--- config.mk ---
export PLATFORM = sky130hd
export DESIGN_NAME = scalar_wb_arbiter
export DESIGN_NICKNAME = d
export VERILOG_FILES = /design/src/rtl/scalar_wb_pkg.sv /design/src/rtl/rr_arbiter.sv /design/src/rtl/scalar_wb_arbiter.sv
export SDC_FILE = /design/constraint.sdc
export NUM_CORES = 1
export LEC_CHECK = 0
export CORE_ASPECT_RATIO = 0.9
export CORE_UTILIZATION = 40
export DETAILED_ROUTE_END_ITERATION = 10
export PLACE_DENSITY = 0.68
export SLEW_MARGIN = 20
export SYNTH_ARGS = -nofsm -noshare
export SYNTH_HDL_FRONTEND = slang
export SYNTH_SLANG_ARGS = --single-unit
--- constraint.sdc ---
create_clock -name clk -period 6.9 [get_ports clk]
set_clock_uncertainty 0.1 [all_clocks]
set_input_delay 2.07 -clock clk [delete_from_list [all_inputs] [get_ports clk]]
set_output_delay 2.07 -clock clk [all_outputs]
set_load 0.005 [all_outputs]
--- src/rtl/scalar_wb_pkg.sv ---
// Shared types, constants and round-robin pick helper for the scalar register-file write-back arbiter.
package scalar_wb_pkg;

    localparam int XLEN_DEF = 32;
    localparam int RR_MAX = 8;
    localparam logic [4:0] REG_X0 = 5'd0;

    typedef struct packed {
        logic [4:0]          waddr;
        logic [XLEN_DEF-1:0] wdata;
    } wb_req_t;

    // Returns {found, index}: first set bit of valid at or after ptr, wrapping modulo n.
    function automatic logic [3:0] rr_pick(input logic [RR_MAX-1:0] valid,
                                           input logic [2:0] ptr,
                                           input int n);
        logic [3:0] res;
        int idx;
        res = '0;
        for (int k = RR_MAX - 1; k >= 0; k--) begin
            if (k < n) begin
                idx = (int'(ptr) + k) % n;
                if (valid[idx]) res = {1'b1, idx[2:0]};
            end
        end
        return res;
    endfunction

endpackage

--- src/rtl/rr_arbiter.sv ---
// Round-robin arbiter: combinational one-hot grant among valid requests plus the registered search pointer.
module rr_arbiter
    import scalar_wb_pkg::*;
#(
    parameter int N = 3,
    localparam int PW = $clog2(N)
) (
    input  logic          clk,
    input  logic          rst_n,
    input  logic [N-1:0]  valid,
    output logic [N-1:0]  grant,
    output logic [PW-1:0] gidx,
    output logic          any
);

    logic [PW-1:0]     ptr;
    logic [RR_MAX-1:0] valid_ext;
    logic [3:0]        pick;

    always_comb begin
        valid_ext         = '0;
        valid_ext[N-1:0]  = valid;
        pick              = rr_pick(valid_ext, 3'(ptr), N);
        any               = pick[3];
        gidx              = PW'(pick[2:0]);
        grant             = '0;
        if (any) grant[gidx] = 1'b1;
    end

    // Pointer moves past the winner so it has lowest priority next time; holds when idle.
    always_ff @(posedge clk) begin
        if (!rst_n) begin
            ptr <= '0;
        end else if (any) begin
            ptr <= (gidx == PW'(N - 1)) ? '0 : gidx + 1'b1;
        end
    end

endmodule

--- src/rtl/scalar_wb_arbiter.sv ---
// Scalar regfile write-back arbiter: per-source one-entry buffers, round-robin drain into a registered write port.
// Optional SCALAR_WB_STATS_EN adds a saturating stat_conflict_cnt output.
module scalar_wb_arbiter
    import scalar_wb_pkg::*;
#(
    parameter int NUM_REQ = 3,
    parameter int XLEN    = 32
) (
    input  logic                    clk,
    input  logic                    rst_n,
    input  logic [NUM_REQ-1:0]      req_valid,
    output logic [NUM_REQ-1:0]      req_ready,
    input  logic [NUM_REQ*5-1:0]    req_waddr,
    input  logic [NUM_REQ*XLEN-1:0] req_wdata,
    output logic                    rf_we,
    output logic [4:0]              rf_waddr,
    output logic [XLEN-1:0]         rf_wdata,
`ifdef SCALAR_WB_STATS_EN
    output logic [31:0]             stat_conflict_cnt,
`endif
    output logic [31:0]             pending_mask
);

    localparam int PW = $clog2(NUM_REQ);

    logic [NUM_REQ-1:0] buf_valid;
    logic [NUM_REQ-1:0] grant;
    logic [NUM_REQ-1:0] fill;
    logic [4:0]         buf_waddr [NUM_REQ];
    logic [XLEN-1:0]    buf_wdata [NUM_REQ];
    logic [PW-1:0]      gidx;
    logic               any_grant;
    logic [31:0]        pend;

    rr_arbiter #(.N(NUM_REQ)) u_rr (
        .clk   (clk),
        .rst_n (rst_n),
        .valid (buf_valid),
        .grant (grant),
        .gidx  (gidx),
        .any   (any_grant)
    );

    // Ready comes only from registered state, so a granted buffer can refill on the same edge.
    assign req_ready = ~buf_valid | grant;

    // x0 writes complete the handshake but are dropped here.
    always_comb begin
        fill = '0;
        for (int i = 0; i < NUM_REQ; i++) begin
            fill[i] = req_valid[i] & req_ready[i] & (req_waddr[5*i +: 5] != REG_X0);
        end
    end

    always_ff @(posedge clk) begin
        if (!rst_n) begin
            buf_valid <= '0;
        end else begin
            for (int i = 0; i < NUM_REQ; i++) begin
                if (fill[i])       buf_valid[i] <= 1'b1;
                else if (grant[i]) buf_valid[i] <= 1'b0;
            end
        end
    end

    always_ff @(posedge clk) begin
        for (int i = 0; i < NUM_REQ; i++) begin
            if (fill[i]) begin
                buf_waddr[i] <= req_waddr[5*i +: 5];
                buf_wdata[i] <= req_wdata[XLEN*i +: XLEN];
            end
        end
    end

    // Write stage: address and data hold when nothing is granted.
    always_ff @(posedge clk) begin
        if (!rst_n) begin
            rf_we    <= 1'b0;
            rf_waddr <= '0;
            rf_wdata <= '0;
        end else begin
            rf_we <= any_grant;
            if (any_grant) begin
                rf_waddr <= buf_waddr[gidx];
                rf_wdata <= buf_wdata[gidx];
            end
        end
    end

    always_comb begin
        pend = '0;
        for (int i = 0; i < NUM_REQ; i++) begin
            if (buf_valid[i]) pend[buf_waddr[i]] = 1'b1;
        end
        if (rf_we) pend[rf_waddr] = 1'b1;
        pend[0] = 1'b0;
    end

    assign pending_mask = pend;

`ifdef SCALAR_WB_STATS_EN
    always_ff @(posedge clk) begin
        if (!rst_n) begin
            stat_conflict_cnt <= '0;
        end else if (|(buf_valid & ~grant) && (stat_conflict_cnt != 32'hFFFF_FFFF)) begin
            stat_conflict_cnt <= stat_conflict_cnt + 32'd1;
        end
    end
`endif

endmodule
# --- Word level (Yosys, flattened, before mapping) ---
# Memory sizes are Yosys's and may differ from the RTL's. A register that Yosys moved wholly into a read port is not among the register bits.
# Index checks and enable logic that the tools add are counted.
# Widths: inputs -> output; s select.
totals:
  regBits: 6
  latch_bits: 0
  mem_bits_rw: 111
  mem_bits_ro: 0
  inputBits: 116
  out_inout_bits: 73
  wordCells: 91
  mem_count: 2
mem_list:
  columns: ["name", "words", "word_bits", "rd", "rd_clocked_by_memory_dff", "wr", "line_no", "rtl"]
  rows:
  - ["buf_wdata", 3, 32, 1, 1, 3, "scalar_wb_arbiter.sv:30", "logic [XLEN-1:0] buf_wdata [NUM_REQ];"]
  - ["buf_waddr", 3, 5, 4, 1, 3, "scalar_wb_arbiter.sv:29", "logic [4:0] buf_waddr [NUM_REQ];"]
op_classes:
  n_addsub: 3
  multipliers: 0
  div: 3
  order_cmp: 13
  eq_ne: 1
  shifts: 0
  n_mux: 40
  bitwise_logic: 11
  reduce_logical: 13
ops:
  columns: ["cell", "n"]
  rows:
  - ["$mux 32", 4]
  - ["$lt 32x5->1 const B", 3]
  - ["$or 32x32->32", 3]
  - ["$mod 32x3->32 const B", 2]
  - ["$mod 3x3->32 const B", 1]
  - ["$lt 5x6->1 const B", 4]
  - ["$mux 1", 23]
  - ["$demux 1 s5", 4]
  - ["$ge 5x1->1 const B", 4]
  - ["$reduce_bool 5->1", 3]
  - ["$mux 4", 3]
  - ["$bmux 1 s3", 3]
  - ["$and 1x1->1", 6]
  - ["$reduce_bool 2->1", 3]
  - ["$logic_and 1x1->1", 5]
  - ["$add 2x1->3 const B", 1]
  - ["$add 2x2->3 const B", 1]
  - ["$lt 2x3->1 const B", 1]
  - ["$mux 3", 1]
  - ["$not 3->3", 1]
  - ["$or 3x3->3", 1]
  - ["$add 2x1->2 const B", 1]
  - ["$demux 1 s2", 1]
  - ["$eq 2x2->1 const B", 1]
  - ["3 further kinds", 4]

# --- Depth between registers and ports, before layout ---
depth:
  depth_word: 18
  depth_mapped: 11
  mapped_depth_nobuf: 9

# --- Hierarchy ---
# A second synthesis with hierarchy kept.
hier_totals:
  hier_cells: 580
  area_unflattened_um2: 7084.3
modules_own_cells:
  columns: ["mod", "n_inst", "cells_per_inst", "area_per_inst_um2", "seq_area_each_um2"]
  rows:
  - ["scalar_wb_arbiter", 1, 531, 6675.2, 4154.0]
  - ["rr_arbiter", 1, 49, 409.1, 40.0]

# --- Worst setup path before layout ---
# No wires, ideal clock.
synth_timing:
  kind: "input-to-reg"
  startpoint: "in req_waddr[0]"
  endpoint: "mem buf_waddr[0][0] (enable)"
  setup_ns: 0.444
  arrival_ns: 4.077
  required_ns: 6.356
  setup_slack_ns: 2.280
  cell_stages: 3
  n_path_buf: 0
  cell_sequence: "or4_1 -> o21ai_0 -> a21oi_1"
synth_lines:
  columns: ["item", "line_no", "rtl"]
  rows:
  - ["start, declared", "scalar_wb_arbiter.sv:13", "input logic [NUM_REQ*5-1:0] req_waddr,"]
  - ["end, declared", "scalar_wb_arbiter.sv:29", null]

# --- Final worst setup path ---
layout_timing:
  startpoint: "reg u_rr.ptr[0]"
  endpoint: "out req_ready[2]"
layout_between:
  elab_chain_len: 14
  word_cells_on_any_way: 24
  classes_between: "add/sub (2); div (3); order compare (2); mux (15); bitwise (1); reduce/logical (1)"
layout_rtl:
  columns: ["item", "line_no", "rtl"]
  rows:
  - ["start, declared", "rr_arbiter.sv:16", "logic [PW-1:0] ptr;"]
  - ["start signal, assigned", "rr_arbiter.sv:35", "ptr <= (gidx == PW'(N - 1)) ? '0 : gidx + 1'b1;"]
  - ["$add 2x2->3", "scalar_wb_pkg.sv:22", "idx = (int'(ptr) + k) % n;"]
  - ["$mod 32x3->32", "scalar_wb_pkg.sv:22", null]
  - ["$bmux 1 s3", "scalar_wb_pkg.sv:23", "if (valid[idx]) res = {1'b1, idx[2:0]};"]
  - ["$mux 1 (not written as such) (2 in series)", "scalar_wb_pkg.sv:23", null]
  - ["$mux 4 (2 in series)", "scalar_wb_pkg.sv:23", null]
  - ["$mux 4 *", "scalar_wb_pkg.sv:23", null]
  - ["$lt 2x3->1 (not written as such) or $ge 2x1->1 (tied branches)", "rr_arbiter.sv:27", "if (any) grant[gidx] = 1'b1;"]
  - ["$logic_and 1x1->1 (not written as such)", "rr_arbiter.sv:27", null]
  - ["$mux 1 (not written as such)", "rr_arbiter.sv:27", null]
  - ["$demux 1 s2", null, null]
  - ["$mux 3 *", "rr_arbiter.sv:27", null]
  - ["$or 3x3->3 *", "scalar_wb_arbiter.sv:45", "assign req_ready = ~buf_valid | grant;"]
  - ["end, declared", "scalar_wb_arbiter.sv:12", "output logic [NUM_REQ-1:0] req_ready,"]
# Every way passes the cells marked *; elsewhere a longest branch is shown, timed or not. The select of a mux whose other input is x is not followed.

==> results.yml <==
outcome:
  status: "finished clean"
floorplanning:
  die_h_um: 130.4
  die_area_um2: 18850
  io_pins: 189
  initial_core_util_pct: 41.17
  row_count: 46
  fp.coreArea_um2: 17780
  chipWidth_um: 144.6
critical_path:
  cp-end-kind: "output port"
  path_delay_family: "compound AO/OA/AOI/OAI gates"
  r2r_slack_ns: 2.79
  cp.depth: 10
  crit_buf_inv: 3
  worstPathCellList: "inv_1, ha_1, ha_1, or3_1, a21oi_2, o21ai_2, o21ai_2, buf_4, o21ai_0, clkdlybuf4s50_1"
  crit_path_start_kind: "flip-flop"
  crit_path_start: "u_rr.ptr[0]"
  cp-endpoint: "req_ready[2]"
  path_max_fanout: 21
  slowest_stage: "o21ai_2"
  r2r_cells: 11
  cp.required_ns: 4.73
  path_class: "reg2out"
  slowest_delay_ns: 0.63
  regToRegEndpoint: "buf_wdata[2][1]"
  reg2reg_from: "u_rr.ptr[0]"
  cp.arrival_ns: 3.81
synth:
  synth-adder-area-share_pct: 1.196
  synth_area_leaders: "edfxtp_1 (46%), dfxtp_1 (12%), a221oi_2 (3.5%)"
  async_reset_ff_share_pct: 0
  synthMuxAreaShare_pct: 2.939
  synth_xor_area_share_pct: 0
  synth_top_cell_area_share_pct: 45.52
  synth_top_family_by_area: "compound AO/OA/AOI/OAI gates"
  synth_cell_types: 61
  ys.flop_type: "edfxtp_1"
  synth_fp_nets: 697
  yosysWarnings: 0
  synth-edff-count: 111
  synth_area_um2: 7322
  syn_avg_cell_area_um2: 12.76
  yosys.area_share.simple_pct: 13.67
  synth_compound_area_share_pct: 19.87
  yosys_register_bits: 154
  synth_cells: 574
  synth_top_area_cell: "edfxtp_1"
  yosysSeqAreaShare_pct: 57.28
sta:
  rsz0062_at_grt: "false"
  slew_headroom_pct: 29.87
  tightest_slew_ns: 1.052
  fin_setup_tns_ns: 0
  finalMaxSlewViolations: 0
  fmaxAchievable_mhz: 167.2
  whs_ns: 0.3679
  hold_violations: 0
  fin_crit_sh_pct: 86.68
  period_minus_slack_ns: 5.981
  setup_violations: 0
pwr:
  intPower_uw: 2255
  finalPower_uw: 3446
  irDropWorstVdd_mv: 0.1935
  power.switching_uw: 1191
  switching_share_pct: 34.56
  power_density_nw_per_um2: 347.6
  clkPwrFrac_pct: 27.3
  combPwrFrac_pct: 34.8
  p_leak_uw: 0.003455
  seqPwrFrac_pct: 38.0
cells_and_area:
  multi_input_area_um2: 2818
  layout-drive-gt1-share_pct: 15.08
  layout_common_cells: "clkdlybuf4s50_1 (187), edfxtp_1 (111), dfxtp_1 (43)"
  diodes: 0
  final_common_cell: "clkdlybuf4s50_1"
  utilization_pct: 55.75
  syn2layout_area_growth_pct: 35.41
  fin_nets: 866
  finalInstanceArea_um2: 9915
  nFillCells: 1436
  seq_area_um2: 4194
routing:
  first_iter_violations: 524
  dr.pass1.iters: 7
  vias_per_cell: 5.689
  postRouteAntennaNets: 0
  vias: 5666
  wl_per_cell_um: 21.13
  drc: 0
  wl_um: 21050
clock_network:
  cts-buffers-inserted: 17
  cts_resized: 0
  cts_sinks: 154
  clockRootBuffer: "clkbuf_16"
  clkSlewWorstSetupHoldPaths_ns: 0.06
  cts_tree: "yes"
  cts_setup_buffers: 0
  h-tree-depth: 4
  cts_hold_buf: 0
  clk_path_buf_depth: 2
  clk_latency_ns: 0.42
place:
  dpl.hpwl_um: 14740
  post_dp_cell_area_um2: 9309
  io_buffers: 187
  place_congestion: 0.9383
worst_hold_path:
  hold_path_class: "reg2reg"
run:
  drv_cap: 0
global_routing:
  grt.overflow.total: 0
  grt_usage_pct: 22.89
  grt_pass1_vias: 5566
  grt_pass1_wl_um: 31510
  grt_start_max_net_pins: 39
  antenna_found_initial: 0
==> cell usage after synthesis (13+ instances only) <==
| cell | instances |
|---|---|
| a221o_1 | 13 |
| a22oi_1 | 24 |
| a221oi_2 | 17 |
| dfxtp_1 | 43 |
| buf_6 | 13 |
| clkbuf_1 | 14 |
| a21oi_1 | 16 |
| edfxtp_1 | 111 |
| nor2_1 | 35 |
| nand2_1 | 26 |
| o22ai_1 | 18 |
| nand3_1 | 24 |
| mux2i_1 | 20 |
==> cell type report <==
| cell class | instances | area share (%) |
|---|---|---|
| well taps | 240 | 3.029 |
| multi-input cells | 365 | 28.42 |
| clock inverters | 13 | 1.514 |
| clock buffers | 19 | 4.467 |
| repair buffers | 195 | 19.89 |
| flip-flops and latches | 154 | 42.30 |
| inverters | 10 | 0.3786 |
==> per-stage QoR <==
step | setup WS (ns) | std cells
after floorplan | 2.280 | 574
after global placement | 1.532 | 962
after detailed placement | 1.366 | 964
after CTS | 0.9041 | 996
after global routing | 0.6954 | 996
final | 0.9188 | 996
==> worst min-delay path by stage <==
stage	cells after the start	end	slack (ns)	from
after detailed placement	2	rf_wdata[10]	0.36	rf_wdata[10]
after global routing	2	rf_wdata[2]	0.40	rf_wdata[2]
final	2	rf_wdata[10]	0.37	rf_wdata[10]
after floorplan	2	rf_wdata[10]	0.36	rf_wdata[10]
after global placement	2	rf_wdata[10]	0.36	rf_wdata[10]
after CTS	2	rf_wdata[10]	0.37	rf_wdata[10]
==> state kept, by name, indices dropped and copies added (netlist names) <==
signal	count
rf_waddr	5
rf_we	1
rf_wdata	32
buf_waddr	15
buf_valid	3
buf_wdata	96
u_rr.ptr	2
==> routing by layer <==
layer	GRT usage (%)	vias up	wire, um
met5	0	-	0
met4	7.121	0	394
met3	6.312	41	2045
met2	36.06	320	9772
met1	30.60	2711	8836
li1	-	2594	-
==> power groups by stage <==
stage          registers [uW]  logic [uW]  clock network, uW
2_1_floorplan            1270         807                  0
3_3_place_gp             1330        1160                  0
3_5_place_dp             1330        1190                  0
4_1_cts                  1310        1200                956
5_1_grt                  1330        1300                988
6_report                 1310        1200                939
==> cells by family after synthesis <==
group / after synthesis
and+or+nand+nor: 170
AOI/OAI and AO/OA: 166
DFF: 154
buffers and inverters: 55
muxes: 21
adders and majority gates: 7
other: 1
==> tightest hold or removal path, cell delays in order, from the launching register on <==
cell	delay, ns
dfxtp_1	0.31
nand3_1	0.06
o31ai_1	0.06
(Power assumes the default switching activity.)
